**config.mk**
```make
export PLATFORM = sky130hd
export DESIGN_NAME = multi_alarm_clock
export DESIGN_NICKNAME = d
export VERILOG_FILES = /design/src/rtl/clock_pkg.sv /design/src/rtl/bcd_mod_counter.sv /design/src/rtl/multi_alarm_clock.sv
export SDC_FILE = /design/constraint.sdc
export NUM_CORES = 1
export LEC_CHECK = 0
export BUFFER_PORTS_ARGS = -buffer_cell sky130_fd_sc_hd__buf_2
export CORE_ASPECT_RATIO = 1.2
export CORE_MARGIN = 2
export CORE_UTILIZATION = 61
export DETAILED_ROUTE_END_ITERATION = 10
export PLACE_DENSITY = 0.9
export SLEW_MARGIN = 20
export SYNTH_ARGS = -nofsm -noshare
export SYNTH_HDL_FRONTEND = slang
export SYNTH_SLANG_ARGS = --single-unit
```
**constraint.sdc**
```tcl
create_clock -name CP -period 5.5 [get_ports CP]
set_clock_uncertainty 0.1 [all_clocks]
set_input_delay 0.275 -clock CP [delete_from_list [all_inputs] [get_ports CP]]
set_output_delay 0.275 -clock CP [all_outputs]
set_load 0.05 [all_outputs]
```
**src/rtl/clock_pkg.sv**
```systemverilog
`default_nettype none
// ============================================================================
// Module : clock_pkg
// Brief  : Shared BCD types, alarm FSM states and time helpers
// Rev    : 1.0
// ============================================================================
package clock_pkg;

  typedef logic [7:0] bcd_t;

  typedef enum logic [1:0] {
    ST_IDLE   = 2'd0,
    ST_RING   = 2'd1,
    ST_SNOOZE = 2'd2
  } alarm_state_t;

  localparam bcd_t C_BCD_59 = 8'h59;
  localparam bcd_t C_BCD_23 = 8'h23;

  function automatic bcd_t bcd_from_int(input int value);
    return bcd_t'(((value / 10) * 16) + (value % 10));
  endfunction

  // Valid BCD digits are checked first so the range compares are meaningful.
  function automatic logic bcd_time_valid(input bcd_t hr, input bcd_t mn);
    return (hr[7:4] <= 4'd9) && (hr[3:0] <= 4'd9) &&
           (mn[7:4] <= 4'd9) && (mn[3:0] <= 4'd9) &&
           (hr <= C_BCD_23) && (mn <= C_BCD_59);
  endfunction

endpackage
`default_nettype wire

```
**src/rtl/bcd_mod_counter.sv**
```systemverilog
`default_nettype none
// ============================================================================
// Module : bcd_mod_counter
// Brief  : Two-digit BCD counter modulo MOD with tick enable and adjust input
// Rev    : 1.0
// ============================================================================
module bcd_mod_counter
  import clock_pkg::*;
#(
  parameter int MOD = 60
) (
  input  logic       clk,
  input  logic       rst,
  input  logic       en,
  input  logic       adj,
  output logic [7:0] value,
  output logic [7:0] nxt,
  output logic       carry
);

  localparam bcd_t C_LAST = bcd_from_int(MOD - 1);

  bcd_t r_value;
  bcd_t w_bumped;

  always_comb begin
    if (r_value == C_LAST) begin
      w_bumped = '0;
    end else if (r_value[3:0] == 4'd9) begin
      w_bumped = {r_value[7:4] + 4'd1, 4'd0};
    end else begin
      w_bumped = r_value + 8'd1;
    end
  end

  // A coincident adjust absorbs the tick carry: the field moves once, nothing ripples up.
  assign nxt   = (en || adj) ? w_bumped : r_value;
  assign carry = en && !adj && (r_value == C_LAST);
  assign value = r_value;

  always_ff @(posedge clk) begin
    if (rst) begin
      r_value <= '0;
    end else begin
      r_value <= nxt;
    end
  end

endmodule
`default_nettype wire

```
**src/rtl/multi_alarm_clock.sv**
```systemverilog
`default_nettype none
// ============================================================================
// Module : multi_alarm_clock
// Brief  : BCD 24h clock with N alarm slots, snooze, auto-off ring and chime
// Rev    : 1.0
// ============================================================================
module multi_alarm_clock
  import clock_pkg::*;
#(
  parameter int DIV        = 1000,
  parameter int N_ALM      = 4,
  parameter int SNOOZE_MIN = 5,
  parameter int RING_SEC   = 60
) (
  input  logic                                       CP,
  input  logic                                       CR,
  input  logic                                       adj_min,
  input  logic                                       adj_hr,
  input  logic                                       alm_wr,
  input  logic [((N_ALM > 1) ? $clog2(N_ALM) : 1)-1:0] alm_sel,
  input  logic [7:0]                                 alm_hr,
  input  logic [7:0]                                 alm_min,
  input  logic [N_ALM-1:0]                           alm_en,
  input  logic                                       mode12,
  input  logic                                       snooze,
  input  logic                                       dismiss,
  output logic [7:0]                                 hour,
  output logic [7:0]                                 minute,
  output logic [7:0]                                 second,
  output logic [7:0]                                 disp_hr,
  output logic                                       pm,
  output logic                                       sec_tick,
  output logic                                       ringing,
  output logic [((N_ALM > 1) ? $clog2(N_ALM) : 1)-1:0] ring_id,
  output logic                                       chime
);

  localparam int              SW            = (N_ALM > 1) ? $clog2(N_ALM) : 1;
  localparam int              DW            = $clog2(DIV);
  localparam logic [DW-1:0]   C_DIV_LAST    = DW'(DIV - 1);
  localparam logic [7:0]      C_RING_LAST   = 8'(RING_SEC - 1);
  localparam logic [11:0]     C_SNOOZE_LOAD = 12'(SNOOZE_MIN * 60);

  logic [DW-1:0] r_div;
  logic          w_tick;

  always_ff @(posedge CP) begin
    if (CR || (r_div == C_DIV_LAST)) begin
      r_div <= '0;
    end else begin
      r_div <= r_div + DW'(1);
    end
  end

  assign w_tick   = (r_div == C_DIV_LAST);
  assign sec_tick = w_tick;

  bcd_t w_sec, w_min, w_hr, w_sec_nxt, w_min_nxt, w_hr_nxt;
  logic w_sec_carry, w_min_carry, w_unused_hr_carry;

  bcd_mod_counter #(.MOD(60)) u_sec (
    .clk(CP), .rst(CR), .en(w_tick), .adj(1'b0),
    .value(w_sec), .nxt(w_sec_nxt), .carry(w_sec_carry)
  );

  bcd_mod_counter #(.MOD(60)) u_min (
    .clk(CP), .rst(CR), .en(w_sec_carry), .adj(adj_min),
    .value(w_min), .nxt(w_min_nxt), .carry(w_min_carry)
  );

  bcd_mod_counter #(.MOD(24)) u_hr (
    .clk(CP), .rst(CR), .en(w_min_carry), .adj(adj_hr),
    .value(w_hr), .nxt(w_hr_nxt), .carry(w_unused_hr_carry)
  );

  assign hour   = w_hr;
  assign minute = w_min;
  assign second = w_sec;

  bcd_t    r_alm_hr  [N_ALM];
  bcd_t    r_alm_min [N_ALM];
  logic    w_wr_ok;

  assign w_wr_ok = alm_wr && bcd_time_valid(alm_hr, alm_min) && (int'(alm_sel) < N_ALM);

  always_ff @(posedge CP) begin
    for (int i = 0; i < N_ALM; i++) begin
      if (CR) begin
        r_alm_hr[i]  <= '0;
        r_alm_min[i] <= '0;
      end else if (w_wr_ok && (SW'(i) == alm_sel)) begin
        r_alm_hr[i]  <= alm_hr;
        r_alm_min[i] <= alm_min;
      end
    end
  end

  // Matching uses the post-edge time so the ring starts on the same edge as hh:mm:00.
  logic          w_on_minute;
  logic          w_match;
  logic [SW-1:0] w_match_id;

  assign w_on_minute = w_tick && (w_sec_nxt == 8'h00);

  always_comb begin
    w_match    = 1'b0;
    w_match_id = '0;
    for (int i = N_ALM - 1; i >= 0; i--) begin
      if (w_on_minute && alm_en[i] && (r_alm_hr[i] == w_hr_nxt) && (r_alm_min[i] == w_min_nxt)) begin
        w_match    = 1'b1;
        w_match_id = SW'(i);
      end
    end
  end

  alarm_state_t  r_state, w_state_nxt;
  logic [SW-1:0] r_ring_id, w_ring_id_nxt;
  logic [7:0]    r_ring_cnt, w_ring_cnt_nxt;
  logic [11:0]   r_snz_cnt, w_snz_cnt_nxt;
  logic          r_ringing;

  always_ff @(posedge CP) begin
    if (CR) begin
      r_state    <= ST_IDLE;
      r_ring_id  <= '0;
      r_ring_cnt <= '0;
      r_snz_cnt  <= '0;
      r_ringing  <= 1'b0;
    end else begin
      r_state    <= w_state_nxt;
      r_ring_id  <= w_ring_id_nxt;
      r_ring_cnt <= w_ring_cnt_nxt;
      r_snz_cnt  <= w_snz_cnt_nxt;
      r_ringing  <= (w_state_nxt == ST_RING);
    end
  end

  always_comb begin
    w_state_nxt    = r_state;
    w_ring_id_nxt  = r_ring_id;
    w_ring_cnt_nxt = r_ring_cnt;
    w_snz_cnt_nxt  = r_snz_cnt;
    case (r_state)
      ST_IDLE: begin
        if (w_match) begin
          w_state_nxt    = ST_RING;
          w_ring_id_nxt  = w_match_id;
          w_ring_cnt_nxt = '0;
        end
      end
      ST_RING: begin
        if (dismiss) begin
          w_state_nxt = ST_IDLE;
        end else if (snooze) begin
          w_state_nxt   = ST_SNOOZE;
          w_snz_cnt_nxt = C_SNOOZE_LOAD;
        end else if (w_tick) begin
          if (r_ring_cnt == C_RING_LAST) begin
            w_state_nxt = ST_IDLE;
          end else begin
            w_ring_cnt_nxt = r_ring_cnt + 8'd1;
          end
        end
      end
      ST_SNOOZE: begin
        if (dismiss) begin
          w_state_nxt = ST_IDLE;
        end else if (w_match) begin
          w_state_nxt    = ST_RING;
          w_ring_id_nxt  = w_match_id;
          w_ring_cnt_nxt = '0;
        end else if (w_tick) begin
          if (r_snz_cnt <= 12'd1) begin
            w_state_nxt    = ST_RING;
            w_ring_cnt_nxt = '0;
            w_snz_cnt_nxt  = '0;
          end else begin
            w_snz_cnt_nxt = r_snz_cnt - 12'd1;
          end
        end
      end
      default: w_state_nxt = ST_IDLE;
    endcase
  end

  assign ringing = r_ringing;
  assign ring_id = r_ring_id;

  assign chime = (w_min == C_BCD_59) && (w_sec[7:4] == 4'h5) && w_sec[0];
  assign pm    = (w_hr >= 8'h12);

  // 13..19 subtract directly in BCD; 20..23 need a borrow across the tens digit.
  always_comb begin
    disp_hr = w_hr;
    if (mode12) begin
      if (w_hr == 8'h00) begin
        disp_hr = 8'h12;
      end else if ((w_hr[7:4] == 4'h1) && (w_hr[3:0] >= 4'h3)) begin
        disp_hr = w_hr - 8'h12;
      end else if (w_hr[7:4] == 4'h2) begin
        disp_hr = (w_hr[3:0] < 4'h2) ? {4'h0, w_hr[3:0] + 4'h8} : {4'h1, w_hr[3:0] - 4'h2};
      end
    end
  end

endmodule
`default_nettype wire

```
# == Yosys cells after proc, flatten, opt, wreduce, memory -nomap -nowiden ==
# Memory sizes are Yosys's and may differ from the RTL's.
# Index checks and enable logic that the tools add are counted.
# totals
register_bits,59
ram_bits,64
inputBits,30
out_inout_bits,38
wordCells,194
mem_count,2
# op_classes
add_sub_neg,12
magnitude_cmp,10
eq_ne,36
mux,74
n_bitwise,8
reduce_logical,43
# mem_list
name,depth,word_bits,read_ports,rd_clocked_by_memory_dff,write_ports,line,text
r_alm_hr,4,8,4,0,4,multi_alarm_clock.sv:80,bcd_t r_alm_hr [N_ALM];
r_alm_min,4,8,4,0,4,multi_alarm_clock.sv:81,bcd_t r_alm_min [N_ALM];
# ops
operator,count
2-to-1 mux 8 bit,30
2-to-1 mux 12 bit,6
== test 8 bit,8
"adder 8 x 1 -> 8 bit, second input constant",4
2-to-1 mux 2 bit,15
logical AND 1 bit,29
one-hot mux 12 bit (2 select lines),1
one-hot mux 8 bit (3 select lines),1
2-to-1 mux 1 bit,18
"!= test 2 bit, second input constant",9
"== test 8 x 6 -> 1 bit, second input constant",2
"== test 8 x 7 -> 1 bit, second input constant",2
"<= comparator 4 bit, second input constant",4
logical NOT 8 bit,2
"adder 4 x 1 -> 4 bit, second input constant",3
"== test 4 bit, second input constant",3
"<= comparator 12 x 1 -> 1 bit, second input constant",1
"subtractor 12 x 1 -> 12 bit, second input constant",1
"adder 10 x 1 -> 10 bit, second input constant",1
"== test 10 bit, second input constant",1
AND reduction 9 bit,1
"greater-or-equal comparator 8 x 5 -> 1 bit, second input constant",1
"<= comparator 8 x 6 -> 1 bit, second input constant",1
"<= comparator 8 x 7 -> 1 bit, second input constant",1
24 further kinds,38

# == Depth between registers and ports, before layout ==
# logic_depth
depth_word,17
ltp_mapped,16
ltp_nobuf,13

# == Cells and area by module ==
# Synthesis repeated with hierarchy kept, for this count alone.
# hier_totals
cells_unflattened,747
area_unflattened_um2,7144.4
# modules_own_cells
module,n_inst,cells_each,area_per_inst_um2,seq_area_each_um2
multi_alarm_clock,1,519,5307.6,2622.5
bcd_mod_counter at u_min ...,2,80,626.9,160.2
bcd_mod_counter at u_hr,1,68,583.1,160.2

# == Worst setup path before layout ==
# Ideal clock, no wire load.
# synth_path
path_kind,flip-flop to flip-flop
startpoint,reg u_sec.r_value[0] (netlist: u_sec.value[0])
endpoint,reg r_snz_cnt[6]
setup_ns,0.119
t_arrival_ns,4.189
required_time_ns,5.281
slack_ns,1.092
stages_incl_launch_ff,15
path_buffers,2
period_less_slack_ns,4.408
path_cell_list,dfxtp_1 > ha_1 > and3b_1 > buf_2 > nand2_1 > o311ai_1 > o21ai_4 > xnor2_1 > or4b_1 > or4_4 > o2111ai_2 > buf_6 > nor3_2 > or3_1 > o221a_1
# synth_via
elab_chain_cells,15
word_cells_on_any_way,41
classes_between,add/sub: 1; eq/ne: 11; mux: 9; reduce/logical: 20
# synth_rtl
item,line,text
"start, declared",bcd_mod_counter.sv:23,bcd_t r_value;
"start signal, assigned",bcd_mod_counter.sv:45,r_value <= nxt;
"adder 8 x 1 -> 8 bit, or another cell as far along",bcd_mod_counter.sv:32,w_bumped = r_value + 8'd1;
2-to-1 mux 8 bit / logical AND 1 bit (equally long branches),"bcd_mod_counter.sv:29, bcd_mod_counter.sv:38",
2-to-1 mux 8 bit / logical AND 1 bit (equally long branches),"bcd_mod_counter.sv:27, bcd_mod_counter.sv:38",
2-to-1 mux 8 bit / logical AND 1 bit (equally long branches),"bcd_mod_counter.sv:37, bcd_mod_counter.sv:38",
logical NOT 8 bit / logical OR 1 bit (equally long branches),"multi_alarm_clock.sv:103, bcd_mod_counter.sv:37",
logical AND 1 bit / 2-to-1 mux 8 bit (equally long branches),"multi_alarm_clock.sv:103, bcd_mod_counter.sv:37",
logical AND 1 bit / == test 8 bit (equally long branches),multi_alarm_clock.sv:109,if (w_on_minute && alm_en[i] && (r_alm_hr[i] == w_hr_nxt) && (r_alm_min[i] == w_min_nxt)) begin
logical AND 1 bit (2 in series),multi_alarm_clock.sv:109,
2-to-1 mux 1 bit (3 in series),multi_alarm_clock.sv:109,
2-to-1 mux 1 bit (*),multi_alarm_clock.sv:109,
!= test 2 bit (no line) (*),n/a,
AND reduction 6 bit (no line) (*),n/a,
"end signal, assigned",multi_alarm_clock.sv:133,r_snz_cnt <= w_snz_cnt_nxt;
"end, declared",multi_alarm_clock.sv:119,"logic [11:0] r_snz_cnt, w_snz_cnt_nxt;"
# Mark *: on every way between the ends. The rest lies on a longest branch, timed or not.
# A chain may end at the register's enable or synchronous reset.

# == Worst setup path after layout ==
# layout_path
startpoint,reg u_min.r_value[4] (netlist: u_min.value[4])
endpoint,reg r_snz_cnt[3]
# layout_via
elab_chain_cells,13
word_cells_on_any_way,31
classes_between,add/sub: 2; eq/ne: 10; mux: 8; reduce/logical: 11
# layout_rtl
item,line
"start, declared",bcd_mod_counter.sv:23
"start signal, assigned",bcd_mod_counter.sv:45
branches (longest 10 deep; another with adder 8 x 1 -> 8 bit),n/a
2-to-1 mux 1 bit (*),multi_alarm_clock.sv:109
!= test 2 bit (no line) (*),n/a
AND reduction 6 bit (no line) (*),n/a
# Mark *: on every way between the ends.

==> qor.yml <==
synth_warnings: 0
grt_max_degree: 48
antenna_found_initial: 0
cts_sinks: 123
r2r_end: "r_snz_cnt[3]"
die_h_um: 131.9
hold_violations: 0
arrival_ps: 5210
vdd_drop_max_mv: 0.2602
reg2reg_depth: 12
maxCapViolCount: 0
grt_pass1_wl_um: 40060
status: "complete, no violations"
setup_viol: 0
cts_hold_buf: 0
mostFrequentLayoutCell: "nor2_1"
maxSlewViolCount: 0
place.gp.congestion: 1.010
fin_cells: 1191
grt_use_total: 0.3376
rsz0062_at_grt: "false"
via_per_inst: 6.898
period_share: 0.9197
drive_gt1_frac: 0.1408
reg2reg_from: "u_min.value[4]"
drc: 0
cp_num_buf_inv: 0
clockRootBuffer: "clkbuf_16"
syn-instance-count: 950
ios: 68
cts_buffer_depth: 2
dr.pass1.iters: 7
insertion_delay_ps: 410
cp.depth: 12
synth_flop_cell: "edfxtp_1"
diodes: 0
numCtsBuffers: 17
start_kind: "flip-flop"
synth_edf_count: 64
die_area_mm2: 0.01458
crit_slowest_cell: "dfxtp_1"
holdCritStartpoint: "alm_hr[0]"
setup-tns-final_ps: 0
fin_area_mm2: 0.009398
ys_seq_elements: 123
grt_pass1_vias: 7563
path_max_fanout: 22
place_hpwl_um: 17420
slew_headroom: 0.2348
cts_setup_buffers: 0
syn_area_mm2: 0.008310
synth_cell_types: 91
vias: 8216
path_cells: "ha_1 -> nand3b_1 -> nor4_4 -> a21oi_2 -> and3_1 -> nor4_1 -> nand4_1 -> or4_4 -> o2111ai_2 -> o31a_1 -> or2_2 -> o31ai_1"
worstSetupEndpointType: "flip-flop"
fillers: 1050
fmax_mhz: 197.7
crit_family: "simple AND/OR/NAND/NOR gates"
core_mm2: 0.01324
async_flop_share: 0
synth_area_per_cell_um2: 8.748
min_period_ps: 5058
min_path_type: "in -> reg"
rrSetupSlack_ps: 440
ant_nets: 0
cts_tree: "yes"
initial_core_util: 0.6278
dp_cells: 1159
area_growth_pct: 13.08
overflow: 0
yosysSeqAreaShare: 0.3734
wl_per_cell_um: 21.02
drt_wl_total_um: 25040
critPathKind: "reg -> reg"
fin_nets: 1062
die_w_um: 110.6
place_ws_ps: 686.6
htree_levels: 4
layout_common_cells: "nor2_1 (76), buf_2 (67), nand2_1 (66), and2_1 (66)"
first_iter_violations: 1045
crit_start: "u_min.value[4]"
place_area_mm2: 0.008773
critical-path-max-stage-delay_ps: 650
portBuffers: 67
power.density_mw_per_mm2: 261.4
cp.required_ps: 5650
cp-endpoint: "r_snz_cnt[3]"
fin_ws_ps: 441.9
clk_pin_slew_ps: 60
worst_pin_slew_ps: 1148
p_leak_nw: 3.511
rows: 46
cts-resized-gates: 0
-- stage by stage --
| stage | power, W | hold WS (ps) | utilization |
|---|---|---|---|
| after floorplan | 0.001200 | 323.9 | - |
| after global placement | 0.001275 | 331.6 | 0.6628 |
| after detailed placement | 0.001280 | 348.5 | 0.6628 |
| after CTS | 0.002448 | 66.15 | 0.7099 |
| after global routing | 0.002518 | 88.73 | 0.7099 |
| final | 0.002457 | 71.66 | 0.7099 |
-- kinds of logic after synthesis --
family | synth area share
adder cells (fa/ha/maj) | 0.03312
multiplexers | 0.01596
flip-flops | 0.3734
other | 0.0004512
AO/OA/AOI/OAI | 0.2171
AND/OR/NAND/NOR | 0.2721
XOR/XNOR | 0.04532
buffers and inverters | 0.04261
-- where the power goes --
group / internal [W] / total (W) / switching, W
logic: 0.0000808 / 0.000233 / 0.000152
clock network: 0.000771 / 0.00118 / 0.000413
registers: 0.000999 / 0.00104 / 0.0000406
-- metal layers --
layer | routed length (um) | vias to the layer above | GRT usage
li1 | - | 3693 | -
met1 | 10060 | 3885 | 0.4524
met2 | 11590 | 537 | 0.5450
met3 | 2300 | 101 | 0.05609
met4 | 1077 | 0 | 0.1417
met5 | 0 | - | 0
-- cells in the mapped netlist (8+ instances only) --
cell | n | share of area
a2111oi_0 | 11 | 0.012
a211oi_1 | 12 | 0.011
a21oi_1 | 64 | 0.039
a31oi_1 | 11 | 0.0083
and2_1 | 66 | 0.050
and3_1 | 19 | 0.014
buf_2 | 13 | 0.0078
clkbuf_1 | 32 | 0.014
dfxtp_1 | 59 | 0.14
edfxtp_1 | 64 | 0.23
ha_1 | 22 | 0.033
inv_1 | 29 | 0.013
mux2i_1 | 11 | 0.013
nand2_1 | 66 | 0.030
nand2b_1 | 11 | 0.0083
nand3_1 | 30 | 0.018
nand4_1 | 21 | 0.016
nor2_1 | 76 | 0.034
nor3_1 | 32 | 0.019
nor4_1 | 13 | 0.0098
o211ai_1 | 8 | 0.0072
o21ai_0 | 47 | 0.028
o311ai_0 | 8 | 0.0084
o31ai_1 | 11 | 0.0099
or3_1 | 13 | 0.0098
or4_1 | 11 | 0.0099
xnor2_1 | 25 | 0.026
xor2_1 | 18 | 0.019
-- registers in the layout, summed over array words and instances (netlist names) --
name         cells
r_alm_hr        32
r_alm_min       32
r_div           10
r_ring_cnt       8
r_snz_cnt       12
r_state          2
ring_id          2
ringing          1
u_hr.value       8
u_min.value      8
u_sec.value      8
-- layout make-up --
cell class | count | area (um^2) | share of cell area
multi-input cells | 755 | 4900 | 0.5214
well taps | 168 | 210.2 | 0.02237
clock buffers | 22 | 490.5 | 0.05219
repair buffers | 81 | 440.4 | 0.04686
clock inverters | 10 | 133.9 | 0.01425
inverters | 32 | 120.1 | 0.01278
flip-flops and latches | 123 | 3103 | 0.3302
-- worst min-delay path by stage --
stage	to	slack, ps	depth (start not counted)
detailed placement	r_div[0]	350	1
global route	r_state[1]	90	3
CTS	r_alm_hr[0][0]	70	2
finish	r_alm_hr[0][0]	70	2
global placement	r_div[0]	330	1
floorplan	r_div[0]	320	1
No activity file was read; power rests on OpenSTA's default activity.
